[src/rtl/stepper_pkg.sv]
// Shared state encoding and default timing constants for the stepper pulse generator.
package stepper_pkg;

   localparam int CNT_W_DEF     = 16;
   localparam int PER_W_DEF     = 20;
   localparam int POS_W_DEF     = 24;
   localparam int DIR_SETUP_DEF = 4;
   localparam int MIN_HALF_DEF  = 2;

   typedef enum logic [2:0] {
      IDLE,
      SETUP,
      HIGH,
      LOW,
      DONE
   } state_e;

endpackage

[src/rtl/step_timer.sv]
// Loadable down-counter; a phase of L cycles is timed by loading L-1 on phase entry.
module step_timer #(
   parameter int PER_W = 20
) (
   input  logic             clk,
   input  logic             clr,
   input  logic             load_i,
   input  logic [PER_W-1:0] load_val_i,
   output logic             expire_o
);

   logic [PER_W-1:0] count_q;

   always_ff @(posedge clk or negedge clr) begin
      if (!clr) begin
         count_q <= '0;
      end else if (load_i) begin
         count_q <= load_val_i;
      end else if (count_q != '0) begin
         count_q <= count_q - PER_W'(1);
      end
   end

   assign expire_o = (count_q == '0);

endmodule

[src/rtl/stepper_step_gen.sv]
// STEP/DIR pulse generator with valid/ready command intake and busy/done status.
// Define STEP_POS_EN to add the signed absolute position counter and pos output.
module stepper_step_gen
   import stepper_pkg::*;
#(
   parameter int CNT_W     = CNT_W_DEF,
   parameter int PER_W     = PER_W_DEF,
   parameter int DIR_SETUP = DIR_SETUP_DEF,
   parameter int MIN_HALF  = MIN_HALF_DEF
`ifdef STEP_POS_EN
   ,
   parameter int POS_W     = POS_W_DEF
`endif
) (
   input  logic             clk,
   input  logic             clr,
   input  logic             cmd_valid,
   output logic             cmd_ready,
   input  logic [CNT_W-1:0] cmd_steps,
   input  logic             cmd_dir,
   input  logic [PER_W-1:0] cmd_half,
   input  logic             abort,
   output logic             step,
   output logic             dir,
   output logic             busy,
   output logic             done,
   output logic [CNT_W-1:0] steps_left
`ifdef STEP_POS_EN
   ,
   output logic [POS_W-1:0] pos
`endif
);

   state_e           state_q, state_d;
   logic [CNT_W-1:0] steps_q, steps_d;
   logic [PER_W-1:0] half_q, half_d;
   logic             dir_q, dir_d;
   logic             abort_q, abort_d;
   logic             step_q, done_q, busy_q, ready_q;
   logic             tmr_load, tmr_expire;
   logic [PER_W-1:0] tmr_val;
`ifdef STEP_POS_EN
   logic [POS_W-1:0] pos_q, pos_d;
`endif

   step_timer #(.PER_W(PER_W)) u_timer (
      .clk        (clk),
      .clr        (clr),
      .load_i     (tmr_load),
      .load_val_i (tmr_val),
      .expire_o   (tmr_expire)
   );

   // An abort seen during HIGH or LOW is remembered so the pulse finishes whole.
   always_comb begin
      state_d  = state_q;
      steps_d  = steps_q;
      half_d   = half_q;
      dir_d    = dir_q;
      abort_d  = abort_q;
      tmr_load = 1'b0;
      tmr_val  = '0;
`ifdef STEP_POS_EN
      pos_d    = pos_q;
`endif
      case (state_q)
         IDLE: begin
            if (cmd_valid) begin
               dir_d   = cmd_dir;
               steps_d = cmd_steps;
               half_d  = (cmd_half < PER_W'(MIN_HALF)) ? PER_W'(MIN_HALF) : cmd_half;
               abort_d = 1'b0;
               if (cmd_steps == '0) begin
                  state_d = DONE;
               end else begin
                  state_d  = SETUP;
                  tmr_load = 1'b1;
                  tmr_val  = PER_W'(DIR_SETUP - 1);
               end
            end
         end
         SETUP: begin
            if (abort) begin
               state_d = DONE;
            end else if (tmr_expire) begin
               state_d  = HIGH;
               steps_d  = steps_q - CNT_W'(1);
               tmr_load = 1'b1;
               tmr_val  = half_q - PER_W'(1);
`ifdef STEP_POS_EN
               pos_d    = dir_q ? pos_q + POS_W'(1) : pos_q - POS_W'(1);
`endif
            end
         end
         HIGH: begin
            abort_d = abort_q | abort;
            if (tmr_expire) begin
               state_d  = LOW;
               tmr_load = 1'b1;
               tmr_val  = half_q - PER_W'(1);
            end
         end
         LOW: begin
            abort_d = abort_q | abort;
            if (tmr_expire) begin
               if ((steps_q == '0) || abort_q || abort) begin
                  state_d = DONE;
               end else begin
                  state_d  = HIGH;
                  steps_d  = steps_q - CNT_W'(1);
                  tmr_load = 1'b1;
                  tmr_val  = half_q - PER_W'(1);
`ifdef STEP_POS_EN
                  pos_d    = dir_q ? pos_q + POS_W'(1) : pos_q - POS_W'(1);
`endif
               end
            end
         end
         DONE: begin
            state_d = IDLE;
         end
         default: begin
            state_d = IDLE;
         end
      endcase
   end

   // Outputs are registered from the next state so they line up with the state itself.
   always_ff @(posedge clk or negedge clr) begin
      if (!clr) begin
         state_q <= IDLE;
         steps_q <= '0;
         half_q  <= '0;
         dir_q   <= 1'b0;
         abort_q <= 1'b0;
         step_q  <= 1'b0;
         done_q  <= 1'b0;
         busy_q  <= 1'b0;
         ready_q <= 1'b1;
`ifdef STEP_POS_EN
         pos_q   <= '0;
`endif
      end else begin
         state_q <= state_d;
         steps_q <= steps_d;
         half_q  <= half_d;
         dir_q   <= dir_d;
         abort_q <= abort_d;
         step_q  <= (state_d == HIGH);
         done_q  <= (state_d == DONE);
         busy_q  <= (state_d != IDLE);
         ready_q <= (state_d == IDLE);
`ifdef STEP_POS_EN
         pos_q   <= pos_d;
`endif
      end
   end

   assign cmd_ready  = ready_q;
   assign step       = step_q;
   assign dir        = dir_q;
   assign busy       = busy_q;
   assign done       = done_q;
   assign steps_left = steps_q;
`ifdef STEP_POS_EN
   assign pos        = pos_q;
`endif

endmodule

[config.mk]
export PLATFORM = sky130hd
export DESIGN_NAME = stepper_step_gen
export DESIGN_NICKNAME = d
export VERILOG_FILES = /design/src/rtl/stepper_pkg.sv /design/src/rtl/step_timer.sv /design/src/rtl/stepper_step_gen.sv
export SDC_FILE = /design/constraint.sdc
export NUM_CORES = 1
export LEC_CHECK = 0
export BUFFER_PORTS_ARGS = -buffer_cell sky130_fd_sc_hd__buf_4
export CAP_MARGIN = 10
export CORE_ASPECT_RATIO = 0.5
export CORE_MARGIN = 1.5
export CORE_UTILIZATION = 35
export CTS_CLUSTER_SIZE = 16
export DETAILED_ROUTE_END_ITERATION = 6
export PLACE_DENSITY = 0.52
export SLEW_MARGIN = 15
export SYNTH_ARGS = -nofsm -noshare
export SYNTH_HDL_FRONTEND = slang
export SYNTH_SLANG_ARGS = --single-unit
[constraint.sdc]
create_clock -name clk -period 7.55 [get_ports clk]
set_input_delay 1.51 -clock clk [delete_from_list [all_inputs] [get_ports clk]]
set_output_delay 1.51 -clock clk [all_outputs]
set_load 0.005 [all_outputs]
==> flow_metrics.env, run 1 <==
export IMPL_grt_usage_pct=18.4
export IMPL_vdd_ir_drop_worst_mv=0.127
export IMPL_detailed_route_drc_error_count=0
export IMPL_finalMaxSlewViolations=0
export IMPL_fmax_mhz=294
export IMPL_synth_area_leader_cell="dfrtp_1"
export IMPL_grt_antenna_before_repair=0
export IMPL_die_width_um=151
export IMPL_clock_tree_buffer_depth=2
export IMPL_cp_max_fo=24
export IMPL_drt_antenna_violating_nets=0
export IMPL_clock_skew_final_ns=0.00541
export IMPL_critPathCaptureType="register"
export IMPL_cts_root_buf="clkbuf_16"
export IMPL_leakagePower_uw=0.00203
export IMPL_synthesis_area_per_instance_um2=8.75
export IMPL_dieArea_um2=11700
export IMPL_drt_first_iter_violations=217
export IMPL_ctsHtreeMaxLevel=3
export IMPL_sink_count=65
export IMPL_floorplan_rows=26
export IMPL_final_hold_viol_count=0
export IMPL_place_congestion=0.764
export IMPL_setup_worst_path_class="in -> reg"
export IMPL_cts_tree="built"
export IMPL_routed_via_count=3427
export IMPL_die_y_um=77.2
export IMPL_dp_final_hpwl_um=7310
export IMPL_clkTransAtPathRegs_ns=0.06
export IMPL_place_detailed_instances=625
export IMPL_synth_commonest_cells="nand2_1 (79), dfrtp_1 (64), nor2_1 (36)"
export IMPL_synth_lib_cells_used_distinct=61
export IMPL_max_slew_margin_rel_pct=34.2
export IMPL_yosysWarnings=0
export IMPL_yosys_most_used_dff="dfrtp_1"
export IMPL_synth_top_cells_by_area="dfrtp_1 (42%), nand2_1 (7.7%), xnor2_1 (5.0%), nor4_1 (4.1%), nor2_1 (3.5%)"
export IMPL_post_synth_top_area_fraction_pct=41.5
export IMPL_ys_seq_area_share_pct=42.2
export IMPL_number_of_buffers_added_by_the_clock_tree_synthesis_step=9
export IMPL_drt_pass1_iter_count=4
export IMPL_status="finished, final reports clean"
export IMPL_most_repeated_cell_in_the_gate_level_netlist_after_synthesis="nand2_1"
export IMPL_maximum_number_of_pins_on_one_net_before_global_route_repair=66
export IMPL_syn_instance_count=441
export IMPL_finalSetupViolCount=0
export IMPL_max_slew_worst_pin_slew_ns=0.987
export IMPL_min_period_ns=3.40
export IMPL_synth_async_reset_ratio_pct=100
export IMPL_synth_cell_area_um2=3860
export IMPL_initial_core_util_pct=36.8
export IMPL_final_layout_size_suffix_gt1_share_pct=19.8
export IMPL_num_antenna_cells=0
export IMPL_port_buffers=61
export IMPL_yosys_register_bits=65
export IMPL_grt_overflow_total=0
export IMPL_fin_crit_sh_pct=45.0
export IMPL_grt_setup_unrepaired="no"
export IMPL_cts_resized_gates=0
export IMPL_worst_skew_pair_late_latency_ns=0.33
export IMPL_final_instance_count_excl_fill=641
export IMPL_cts_setup_buffers=0
export IMPL_area_growth_pct=23.0
export IMPL_totalWireLength_um=10300
export IMPL_grt_pass1_vias=3245
export IMPL_cts_hold_buffers_added=0
export IMPL_drv_max_cap_violation_count=0
export IMPL_num_io_pins=62
export IMPL_postSynthNetCount=486
export IMPL_detail_route_vias_per_cell=5.35
export IMPL_grt_first_pass_wirelength_um=16700
export IMPL_cellPowerDensity_nw_per_um2=419
export IMPL_hp_class="reg -> reg"
export IMPL_avgRoutedWirePerCell_um=16.0
export IMPL_design_core_area_um2=10500
export IMPL_nNetsFinal=541
export IMPL_number_of_synthesized_flops_with_an_enable_pin=0
export IMPL_power_total_uw=1990
export IMPL_cp_launch_type="primary input"
export IMPL_cp_data_arrival_time_ns=3.64
export IMPL_final_sum_of_negative_setup_slack_ns=0
export IMPL_critical_path_required_ns=7.80
-- cell families after synthesis --
family / count (synthesis) / synth area share (%)
buffers and inverters: 31 / 3.18
muxes: 2 / 0.551
and+or+nand+nor: 214 / 28.2
adders and majority gates: 4 / 1.30
AOI/OAI and AO/OA: 94 / 17.6
DFF: 65 / 42.2
xor gates and xnor gates: 31 / 7.04
-- cell type report --
| type | instances | area [µm²] |
|---|---|---|
| multi-input combinational | 345 | 2120 |
| inverter | 9 | 33.8 |
| sequential | 65 | 1630 |
| clock inverter | 5 | 55.1 |
| clock buffer | 11 | 243 |
| tap | 140 | 175 |
| fill | 1048 | 5730 |
| timing repair buffer | 66 | 495 |
-- report_power, final --
group / total, µW / internal [µW] / leakage (µW) / switching (µW)
sequential: 701 / 504 / 0.000811 / 197
clock: 415 / 263 / 0.000142 / 152
combinational: 872 / 389 / 0.00108 / 483
-- sequential cells by signal (all words and copies together), names as in the netlist --
signal / flops
dir: 1
state_q: 3
abort_q: 1
half_q: 20
cmd_ready: 1
step: 1
u_timer.count_q: 20
done: 1
steps_left: 16
busy: 1
-- metrics by stage --
| step | setup WS, ns | cell area (µm²) | hold slack [ns] | util (%) |
|---|---|---|---|---|
| after floorplan | 4.33 | 3860 | 0.467 | - |
| after global placement | 3.90 | 4450 | 0.487 | 42.4 |
| final | 4.15 | 4750 | 0.492 | 45.3 |
| after detailed placement | 3.83 | 4450 | 0.475 | 42.4 |
| after global routing | 3.99 | 4750 | 0.531 | 45.3 |
| after CTS | 4.17 | 4740 | 0.492 | 45.3 |
-- per-layer routing --
layer | vias to the layer above | track usage (%) | routed length (µm)
met5 | - | 0 | 0
met4 | 0 | 4.08 | 73
met3 | 7 | 4.46 | 588
met2 | 80 | 26.9 | 4290
met1 | 1627 | 27.2 | 5310
li1 | 1713 | - | -
-- path summary, 6_finish.rpt --
check                         startpoint            endpoint  slack, ns  cells past startpoint
setup / recovery               cmd_valid  u_timer.count_q[0]       4.15                      7
hold / removal                       dir                 dir       0.49                      2
setup reg to reg           steps_left[0]  u_timer.count_q[1]       4.67                      7
hold reg to reg                      dir                 dir       0.49                      2
max in group asynchronous            clr                step       5.67                      1
min in group asynchronous            clr      steps_left[12]       1.28                      1
-- worst max-delay path: stages --
cell and delay (ns):
buf_4 0.08, or4b_1 0.85, a41oi_1 0.61, a21oi_1 0.08
buf_4 0.23, o2bb2ai_1 0.14, a21oi_1 0.14
-- placed cells by master (no fill, tap or decap), types with 2 or more instances in the layout --
| cell | count |
|---|---|
| nand2_1 | 79 |
| buf_4 | 66 |
| dfrtp_1 | 64 |
| nor2_1 | 35 |
| nor4_1 | 25 |
| o21ai_0 | 24 |
| xnor2_1 | 22 |
| nor3_1 | 16 |
| a21oi_1 | 12 |
| inv_1 | 9 |
| xor2_1 | 9 |
| clkbuf_16 | 9 |
| or3_1 | 8 |
| nand4_1 | 8 |
| a2bb2oi_1 | 8 |
| nand3_1 | 8 |
| o31ai_1 | 8 |
| or4_1 | 6 |
| o2bb2ai_1 | 5 |
| o22ai_1 | 5 |
| or2_2 | 5 |
| nand2b_1 | 5 |
| a22oi_1 | 5 |
| ha_1 | 4 |
| nor3b_1 | 3 |
| a211oi_1 | 3 |
| o41ai_1 | 2 |
| nand3b_1 | 2 |
| o31a_1 | 2 |
| a31oi_1 | 2 |
| nor4b_1 | 2 |
| o21bai_1 | 2 |
| clkinv_2 | 2 |
| clkinvlp_4 | 2 |
Power figures use the tool's default switching activity.
==> run 2, diff against run 1 <==
PLACE_DENSITY = 0.54   (was 0.52)
clock period = 3 ns   (was 7.55 ns; I/O delays follow)
==> run 2 against run 1 <==
Effect of this change:
- global-route usage rose by 0.14 points
- total power rose to 2.5 times the previous value
- die area did not move
- flip-flop and latch count did not move
- sequential power rose to 2.5 times the previous value
- clock skew barely moved
- wire length fell by 1.0%
- clock power rose by 130%
- largest power group unchanged
==> flow_metrics.env, run 2 (synthesized netlist as in run 1, its figures left out) <==
export IMPL_die_width_um=151
export IMPL_max_slew_margin_rel_pct=42.6
export IMPL_grt_pass1_vias=3318
export IMPL_maximum_number_of_pins_on_one_net_before_global_route_repair=66
export IMPL_drt_antenna_violating_nets=0
export IMPL_cts_resized_gates=0
export IMPL_final_layout_size_suffix_gt1_share_pct=21.4
export IMPL_p_sw_uw=2100
export IMPL_detail_route_vias_per_cell=5.32
export IMPL_num_antenna_cells=0
export IMPL_r2r_slack_ns=0.46
export IMPL_clkPwrFrac_pct=19.1
export IMPL_power_frac_seq_pct=35.0
export IMPL_clock_skew_final_ns=0.00544
export IMPL_avgRoutedWirePerCell_um=15.5
export IMPL_r2r_cells=8
export IMPL_cellPowerDensity_nw_per_um2=1040
export IMPL_initial_core_util_pct=36.8
export IMPL_detailed_route_drc_error_count=0
export IMPL_area_growth_pct=24.9
export IMPL_finalSetupViolCount=0
export IMPL_finalMaxSlewViolations=0
export IMPL_min_period_ns=2.54
export IMPL_dieArea_um2=11700
export IMPL_floorplan_rows=26
export IMPL_final_sum_of_negative_setup_slack_ns=0
export IMPL_number_of_buffers_added_by_the_clock_tree_synthesis_step=9
export IMPL_power_combinational_fraction_pct=45.9
export IMPL_port_buffers=61
export IMPL_grt_usage_pct=18.5
export IMPL_place_congestion=0.791
export IMPL_cts_setup_buffers=0
export IMPL_final_util_pct=46.0
export IMPL_drv_max_cap_violation_count=0
export IMPL_routed_via_count=3480
export IMPL_critical_path_required_ns=3.22
export IMPL_grt_first_pass_wirelength_um=16800
export IMPL_grt_setup_unrepaired="no"
export IMPL_sink_count=65
export IMPL_nNetsFinal=554
export IMPL_critPathCaptureType="register"
export IMPL_vdd_ir_drop_worst_mv=0.374
export IMPL_clock_tree_buffer_depth=2
export IMPL_max_slew_worst_pin_slew_ns=0.861
export IMPL_grt_overflow_total=0
export IMPL_power_report_internal_total_uw=2920
export IMPL_cp_max_fo=11
export IMPL_cp_data_arrival_time_ns=2.77
export IMPL_setup_worst_path_class="reg -> reg"
export IMPL_fmax_mhz=393
export IMPL_switching_share_pct=41.8
export IMPL_drt_pass1_iter_count=4
export IMPL_cp_launch_type="register"
export IMPL_mostFrequentLayoutCells="nand2_1 (79), buf_4 (79), dfrtp_1 (64), nor2_1 (36), nor4_1 (25)"
export IMPL_ctsHtreeMaxLevel=3
export IMPL_cts_hold_buffers_added=0
export IMPL_leakagePower_uw=0.00209
export IMPL_status="finished, final reports clean"
export IMPL_hp_class="in -> async"
export IMPL_cts_tree="built"
export IMPL_design_core_area_um2=10500
export IMPL_num_io_pins=62
export IMPL_worst_skew_pair_late_latency_ns=0.33
export IMPL_clkTransAtPathRegs_ns=0.05
export IMPL_cts_root_buf="clkbuf_16"
export IMPL_dp_final_hpwl_um=7490
export IMPL_grt_antenna_before_repair=0
export IMPL_final_hold_viol_count=0
export IMPL_die_y_um=77.2
export IMPL_drt_first_iter_violations=182
export IMPL_fin_crit_sh_pct=84.7
export IMPL_totalWireLength_um=10200
==> run 2: cell types whose count changed in the layout (fill, tap and decap cells not counted), sizes merged <==
cell / change
buf: +13
bufinv: -1
clkbuf: +1
==> run 2: final timing paths <==
path,from,end
hold / removal,clr,steps_left[13]
setup reg to reg,steps_left[0],u_timer.count_q[7]
max in group asynchronous,clr,steps_left[1]
min in group clk,cmd_dir,dir
hold reg to reg,dir,dir
setup / recovery,steps_left[0],u_timer.count_q[7]
==> run 2: final cells by class <==
type                       instances  area, µm²
fill                            1075       5660
multi-input combinational        345       2110
sequential                        65       1630
timing repair buffer              79        593
clock buffer                      12        246
tap                              140        175
inverter                           9       33.8
clock inverter                     4       28.8
==> run 2: power by group through the flow <==
stage / logic [µW] / clock network, µW / registers [µW]
after floorplan: 1570 / 0 / 1640
after global placement: 2310 / 0 / 1760
after detailed placement: 2310 / 0 / 1770
after CTS: 2330 / 989 / 1760
after global routing: 2620 / 1030 / 1830
final: 2310 / 961 / 1760
==> run 2: per-stage QoR <==
stage	hold WS [ns]	power, µW	area [µm²]	cells	worst slack (ns)
CTS	0.414	5070	4820	654	0.446
detailed placement	0.473	4080	4540	638	0.456
global placement	0.478	4070	4540	638	0.544
finish	0.349	5020	4820	654	0.458
global route	0.441	5480	4820	654	0.210
floorplan	0.304	3210	3860	441	0.634
==> run 2: worst max-delay path: stages, from the launching register on <==
cell	delay, ns
dfrtp_1	0.45
inv_1	0.09
ha_1	0.20
or3b_2	0.50
nor4_2	0.28
a2111o_1	0.45
buf_4	0.25
a21oi_1	0.05
a21o_1	0.16
==> run 2: layer usage <==
metal / up-vias / routed length, µm / part of all wire [%] / track usage, %
met5: - / 0 / 0 / 0
met4: 0 / 106 / 1.0 / 5.92
met3: 10 / 603 / 5.9 / 4.88
met2: 90 / 4290 / 42 / 26.7
met1: 1629 / 5160 / 51 / 26.7
li1: 1751 / - / - / -
